File: src/rtl/maxpool2x2_stream.sv
// Streaming 2x2 / stride-2 max-pool over a row-major feature map using a half-width line buffer.
// Optional build macro POOL_RELU_EN fuses a ReLU clamp on every input sample.
module maxpool2x2_stream #(
  parameter int DATA_W   = 16,
  parameter int MAX_COLS = 28
) (
  input  logic                     clk,
  input  logic                     rst_n,
  input  logic                     clear,
  input  logic [4:0]               featmap_size,
  input  logic                     din_valid,
  input  logic signed [DATA_W-1:0] din,
  output logic                     dout_valid,
  output logic signed [DATA_W-1:0] dout,
  output logic                     dout_last,
  output logic                     map_done,
  output logic                     size_err
);

  localparam int LB_DEPTH = MAX_COLS / 2;
  localparam int LB_AW    = (LB_DEPTH > 1) ? $clog2(LB_DEPTH) : 1;
  localparam logic [4:0] MAXN = 5'(MAX_COLS);

  typedef enum logic {IDLE, RUN} state_t;

  state_t                     state_q;
  logic [4:0]                 n_q, row_q, col_q;
  logic signed [DATA_W-1:0]   h_q, dout_q;
  logic                       dout_valid_q, dout_last_q, map_done_q, size_err_q;
  logic signed [DATA_W-1:0]   linebuf [LB_DEPTH];

  logic signed [DATA_W-1:0]   sample, lb_rd;
  logic [LB_AW-1:0]           lb_idx;
  logic [4:0]                 last_pair, n_m1;
  logic                       size_ok, lb_we;

  function automatic logic signed [DATA_W-1:0] smax(
    input logic signed [DATA_W-1:0] a,
    input logic signed [DATA_W-1:0] b
  );
    return (a > b) ? a : b;
  endfunction

  function automatic logic signed [DATA_W-1:0] relu_in(input logic signed [DATA_W-1:0] x);
`ifdef POOL_RELU_EN
    return (x < 0) ? '0 : x;
`else
    return x;
`endif
  endfunction

  assign sample    = relu_in(din);
  assign lb_idx    = LB_AW'(col_q >> 1);
  assign lb_rd     = linebuf[lb_idx];
  assign size_ok   = (featmap_size >= 5'd2) && (featmap_size <= MAXN);
  assign n_m1      = n_q - 5'd1;
  // Last emitting row/col is the odd index closing the final full 2x2 window.
  assign last_pair = {n_q[4:1], 1'b0} - 5'd1;
  assign lb_we     = (state_q == RUN) && din_valid && !clear && !row_q[0] && col_q[0];

  // Even rows fold column pairs into the line buffer; odd rows read them back.
  always_ff @(posedge clk) begin
    if (lb_we) linebuf[lb_idx] <= smax(h_q, sample);
  end

  always_ff @(posedge clk or negedge rst_n) begin
    if (!rst_n) begin
      state_q      <= IDLE;
      n_q          <= '0;
      row_q        <= '0;
      col_q        <= '0;
      h_q          <= '0;
      dout_q       <= '0;
      dout_valid_q <= 1'b0;
      dout_last_q  <= 1'b0;
      map_done_q   <= 1'b0;
      size_err_q   <= 1'b0;
    end else begin
      dout_valid_q <= 1'b0;
      dout_last_q  <= 1'b0;
      map_done_q   <= dout_last_q;
      if (clear) begin
        state_q <= IDLE;
        row_q   <= '0;
        col_q   <= '0;
      end else if (din_valid) begin
        if (state_q == IDLE) begin
          n_q        <= featmap_size;
          size_err_q <= !size_ok;
          if (size_ok) begin
            h_q     <= sample;
            row_q   <= '0;
            col_q   <= 5'd1;
            state_q <= RUN;
          end
        end else begin
          if (!col_q[0]) begin
            h_q <= sample;
          end else if (row_q[0]) begin
            dout_q       <= smax(smax(lb_rd, h_q), sample);
            dout_valid_q <= 1'b1;
            dout_last_q  <= (row_q == last_pair) && (col_q == last_pair);
          end
          if (col_q == n_m1) begin
            col_q <= '0;
            if (row_q == n_m1) begin
              row_q   <= '0;
              state_q <= IDLE;
            end else begin
              row_q <= row_q + 5'd1;
            end
          end else begin
            col_q <= col_q + 5'd1;
          end
        end
      end
    end
  end

  assign dout_valid = dout_valid_q;
  assign dout       = dout_q;
  assign dout_last  = dout_last_q;
  assign map_done   = map_done_q;
  assign size_err   = size_err_q;

endmodule

File: config.mk
export PLATFORM = sky130hd
export DESIGN_NAME = maxpool2x2_stream
export DESIGN_NICKNAME = d
export VERILOG_FILES = /design/src/rtl/maxpool2x2_stream.sv
export SDC_FILE = /design/constraint.sdc
export NUM_CORES = 1
export LEC_CHECK = 0
export BUFFER_PORTS_ARGS = -buffer_cell sky130_fd_sc_hd__clkbuf_2
export CAP_MARGIN = 10
export CORE_MARGIN = 4
export CORE_UTILIZATION = 46
export CTS_CLUSTER_DIAMETER = 40
export DETAILED_ROUTE_END_ITERATION = 6
export SLEW_MARGIN = 10
export SYNTH_ARGS = -nofsm -noshare
export SYNTH_HDL_FRONTEND = slang
export SYNTH_SLANG_ARGS = --single-unit
File: constraint.sdc
create_clock -name clk -period 8.3 [get_ports clk]
set_clock_uncertainty 0.15 [all_clocks]
set_input_delay 0.415 -clock clk [delete_from_list [all_inputs] [get_ports clk]]
set_output_delay 0.415 -clock clk [all_outputs]
set_load 0.01 [all_outputs]
==> impl_metrics.env <==
export IMPL_cts_tree="yes"
export IMPL_cp_start_kind="flip-flop"
export IMPL_routed_wl_mm=28.1
export IMPL_fin_cells=1382
export IMPL_grt_overflow=0
export IMPL_holdBufCountCts=5
export IMPL_hold_path_class="input pin to flip-flop"
export IMPL_worst_slew_pin_slew_ns=1.21
export IMPL_path_cells="mux4_2, mux2_2, mux2_2, ha_1, nand4_2, or4_4, o21bai_4, nand2_4, mux2_4, mux2_4, ha_1, nand4_1, or2_2, a211oi_1, o31ai_1, buf_4, nor2_1, a221o_1"
export IMPL_period_minus_slack_ns=7.05
export IMPL_grt_first_pass_wirelength_mm=44.3
export IMPL_num_antenna_cells=0
export IMPL_report_final_slew_viol_count=0
export IMPL_cp_required_ns=8.59
export IMPL_synth_edf_count=224
export IMPL_ys_flop_type="edfxtp_1"
export IMPL_postSynthCellCount=909
export IMPL_ys_types=64
export IMPL_gp_congestion=0.816
export IMPL_status="finished, final reports clean"
export IMPL_path_class="flip-flop to flip-flop"
export IMPL_drive_above_1_share_pct=22.6
export IMPL_dpl_hpwl_mm=18.3
export IMPL_rsz0062_at_grt="no"
export IMPL_pwr_density_cell_mw_per_mm2=248
export IMPL_dr_pass1_iters=5
export IMPL_start_util_pct=46.9
export IMPL_hold_viol=0
export IMPL_path_max_fanout=56
export IMPL_yosysWarningCount=0
export IMPL_setup_viol=0
export IMPL_post_cts_buffers=0
export IMPL_postSynthRegisterBits=276
export IMPL_dieWidth_um=177
export IMPL_multi_input_area_mm2=0.00473
export IMPL_post_dp_cell_area_mm2=0.0138
export IMPL_final_cell_area_mm2=0.0151
export IMPL_critical_path_top_delay_family="simple AND/OR/NAND/NOR gates"
export IMPL_setup_tns_ns=0
export IMPL_seq_area_frac_synth_pct=61.3
export IMPL_cap_violations=0
export IMPL_routedWlPerCell_um=20.3
export IMPL_antenna_found_initial=0
export IMPL_grt_pass1_vias=7685
export IMPL_numCtsBuffers=37
export IMPL_maxSlewHeadroom_pct=19.3
export IMPL_irDropWorstVdd_mv=0.201
export IMPL_ant_nets=0
export IMPL_routed_via_count=7595
export IMPL_async_flop_share_pct=18.8
export IMPL_io_buffers=44
export IMPL_regArea_mm2=0.00804
export IMPL_avgSynthCellArea_um2=14.4
export IMPL_min_period_over_period_pct=84.9
export IMPL_root_buffer="clkbuf_16"
export IMPL_drc=0
export IMPL_max_stage_delay_ns=0.95
export IMPL_grt_use_total_pct=18.5
export IMPL_netlist_area_mm2=0.0131
export IMPL_clock_latency_ns=0.51
export IMPL_path_buf_inv=1
export IMPL_drt_iter0_drc=440
export IMPL_total_leakage_power_nw=5.81
export IMPL_netlist_area_leader_share_pct=51.4
export IMPL_cts_max_level=2
export IMPL_fillers=2339
export IMPL_viasPerCell=5.50
export IMPL_rows=61
export IMPL_arrival_ns=7.34
export IMPL_clk_path_buf_depth=3
export IMPL_core_mm2=0.0279
export IMPL_cts_resized=0
export IMPL_ys_top_cells_by_area="edfxtp_1 (51%), dfrtp_1 (9.9%), ha_1 (5.1%)"
export IMPL_fin_nets=1056
export IMPL_synth_nets=987
export IMPL_dpl_cell_count=1312
export IMPL_setup_worst_path_end_class="flip-flop"
export IMPL_io_pins=45
export IMPL_slowest_stage="dfrtp_4"
export IMPL_clock_sinks=276
export IMPL_synth_top_area_cell="edfxtp_1"
export IMPL_path_clk_slew_ns=0.05
export IMPL_area_growth_pct=15.3
export IMPL_grt_max_degree=72
export IMPL_die_h_um=177
export IMPL_fmax_mhz=142
export IMPL_die_area_mm2=0.0312
-- cell usage in the layout (no fill, tap or decap), drive strengths merged, types with 6 or more instances in the layout --
| cell | Yosys | final |
|---|---|---|
| edfxtp | 224 | 224 |
| clkbuf | 24 | 86 |
| ha | 53 | 53 |
| dfrtp | 52 | 52 |
| inv | 47 | 51 |
| nor2 | 51 | 51 |
| mux2 | 49 | 49 |
| mux2i | 47 | 47 |
| a21oi | 47 | 47 |
| o21ai | 42 | 42 |
| nand2 | 38 | 38 |
| mux4 | 32 | 32 |
| buf | 19 | 24 |
| and3 | 19 | 19 |
| a211oi | 15 | 15 |
| and2 | 14 | 14 |
| a211o | 14 | 14 |
| nand4 | 14 | 14 |
| clkinv | 0 | 14 |
| a21o | 13 | 13 |
| nand3 | 11 | 11 |
| nor3 | 10 | 10 |
| xnor2 | 7 | 7 |
| nand2b | 6 | 6 |
| o31ai | 6 | 6 |
-- synth_stat cells, drive strengths merged (4+ instances only) --
cell / instances
a211o: 14
a211oi: 15
a21o: 13
a21oi: 47
and2: 14
and3: 19
buf: 19
clkbuf: 24
dfrtp: 52
edfxtp: 224
ha: 53
inv: 47
mux2: 49
mux2i: 47
mux4: 32
nand2: 38
nand2b: 6
nand3: 11
nand4: 14
nor2: 51
nor2b: 4
nor3: 10
o21a: 5
o21ai: 42
o31ai: 6
or2: 5
xnor2: 7
xnor3: 4
-- through the flow --
stage          total power [mW]  utilization, %  worst slack (ns)  hold WS, ns
5_1_grt                    3.93            54.0             0.957       0.0444
3_5_place_dp               2.24            49.5              1.35        0.223
4_1_cts                    3.79            54.0              1.32       0.0269
3_3_place_gp               2.23            49.5              1.43        0.215
2_1_floorplan              2.08               -              2.05      -0.0306
6_report                   3.74            54.0              1.25       0.0416
-- routing by layer --
layer / wire length, um / vias to the layer above / track usage (%) / share of wire (%)
met4: 489 / 0 / 4.90 / 1.7
met5: 0 / - / 0 / 0
met2: 13200 / 134 / 29.2 / 47
met1: 13400 / 3780 / 26.9 / 48
met3: 986 / 33 / 2.88 / 3.5
li1: - / 3648 / - / -
-- flip-flops by register name, indices dropped and copies added (netlist names), 5 cells and up --
signal and cells:
col_q 5, dout 16, h_q 16, linebuf 224, n_q 5, row_q 5
-- area by class of cell --
cell class / count / share of cell area [%]
Sequential cell: 276 / 53.3
Tap cell: 378 / 3.13
Timing Repair Buffer: 73 / 2.99
Clock buffer: 42 / 6.75
Multi-Input combinational cell: 543 / 31.3
Inverter: 47 / 1.17
Clock inverter: 23 / 1.35
-- where the power goes --
group	switching [mW]	internal (mW)
registers	0.0402	1.64
clock network	0.586	0.951
logic	0.319	0.213
total	0.946	2.80
-- cells by family (layout without fill, tap and decap cells) --
group                      count (synthesis)  in the layout  synth area share [%]
muxes                                    128            128                  13.9
adders and majority gates                 53             53                  5.07
DFF                                      276            276                  61.3
buffers and inverters                     90            185                  2.97
and+or+nand+nor                          186            186                  7.26
AOI/OAI and AO/OA                        163            163                  8.13
xor gates and xnor gates                  13             13                  1.29
-- path summary, 6_finish.rpt --
path	from	endpoint	slack (ns)	depth (start not counted)
worst max register to register	col_q[1]$_DFFE_PN0P_	dout[1]$_DFFE_PN0P_	1.25	18
min in group asynchronous	rst_n	col_q[2]$_DFFE_PN0P_	0.43	3
worst min-delay path	featmap_size[3]	n_q[3]$_DFFE_PN0P_	0.04	2
worst min register to register	dout_last$_DFF_PN0_	map_done$_DFF_PN0_	0.24	0
max in group asynchronous	rst_n	col_q[1]$_DFFE_PN0P_	7.00	3
worst max-delay path	col_q[1]$_DFFE_PN0P_	dout[1]$_DFFE_PN0P_	1.25	18
No activity file was read; power rests on OpenSTA's default activity.
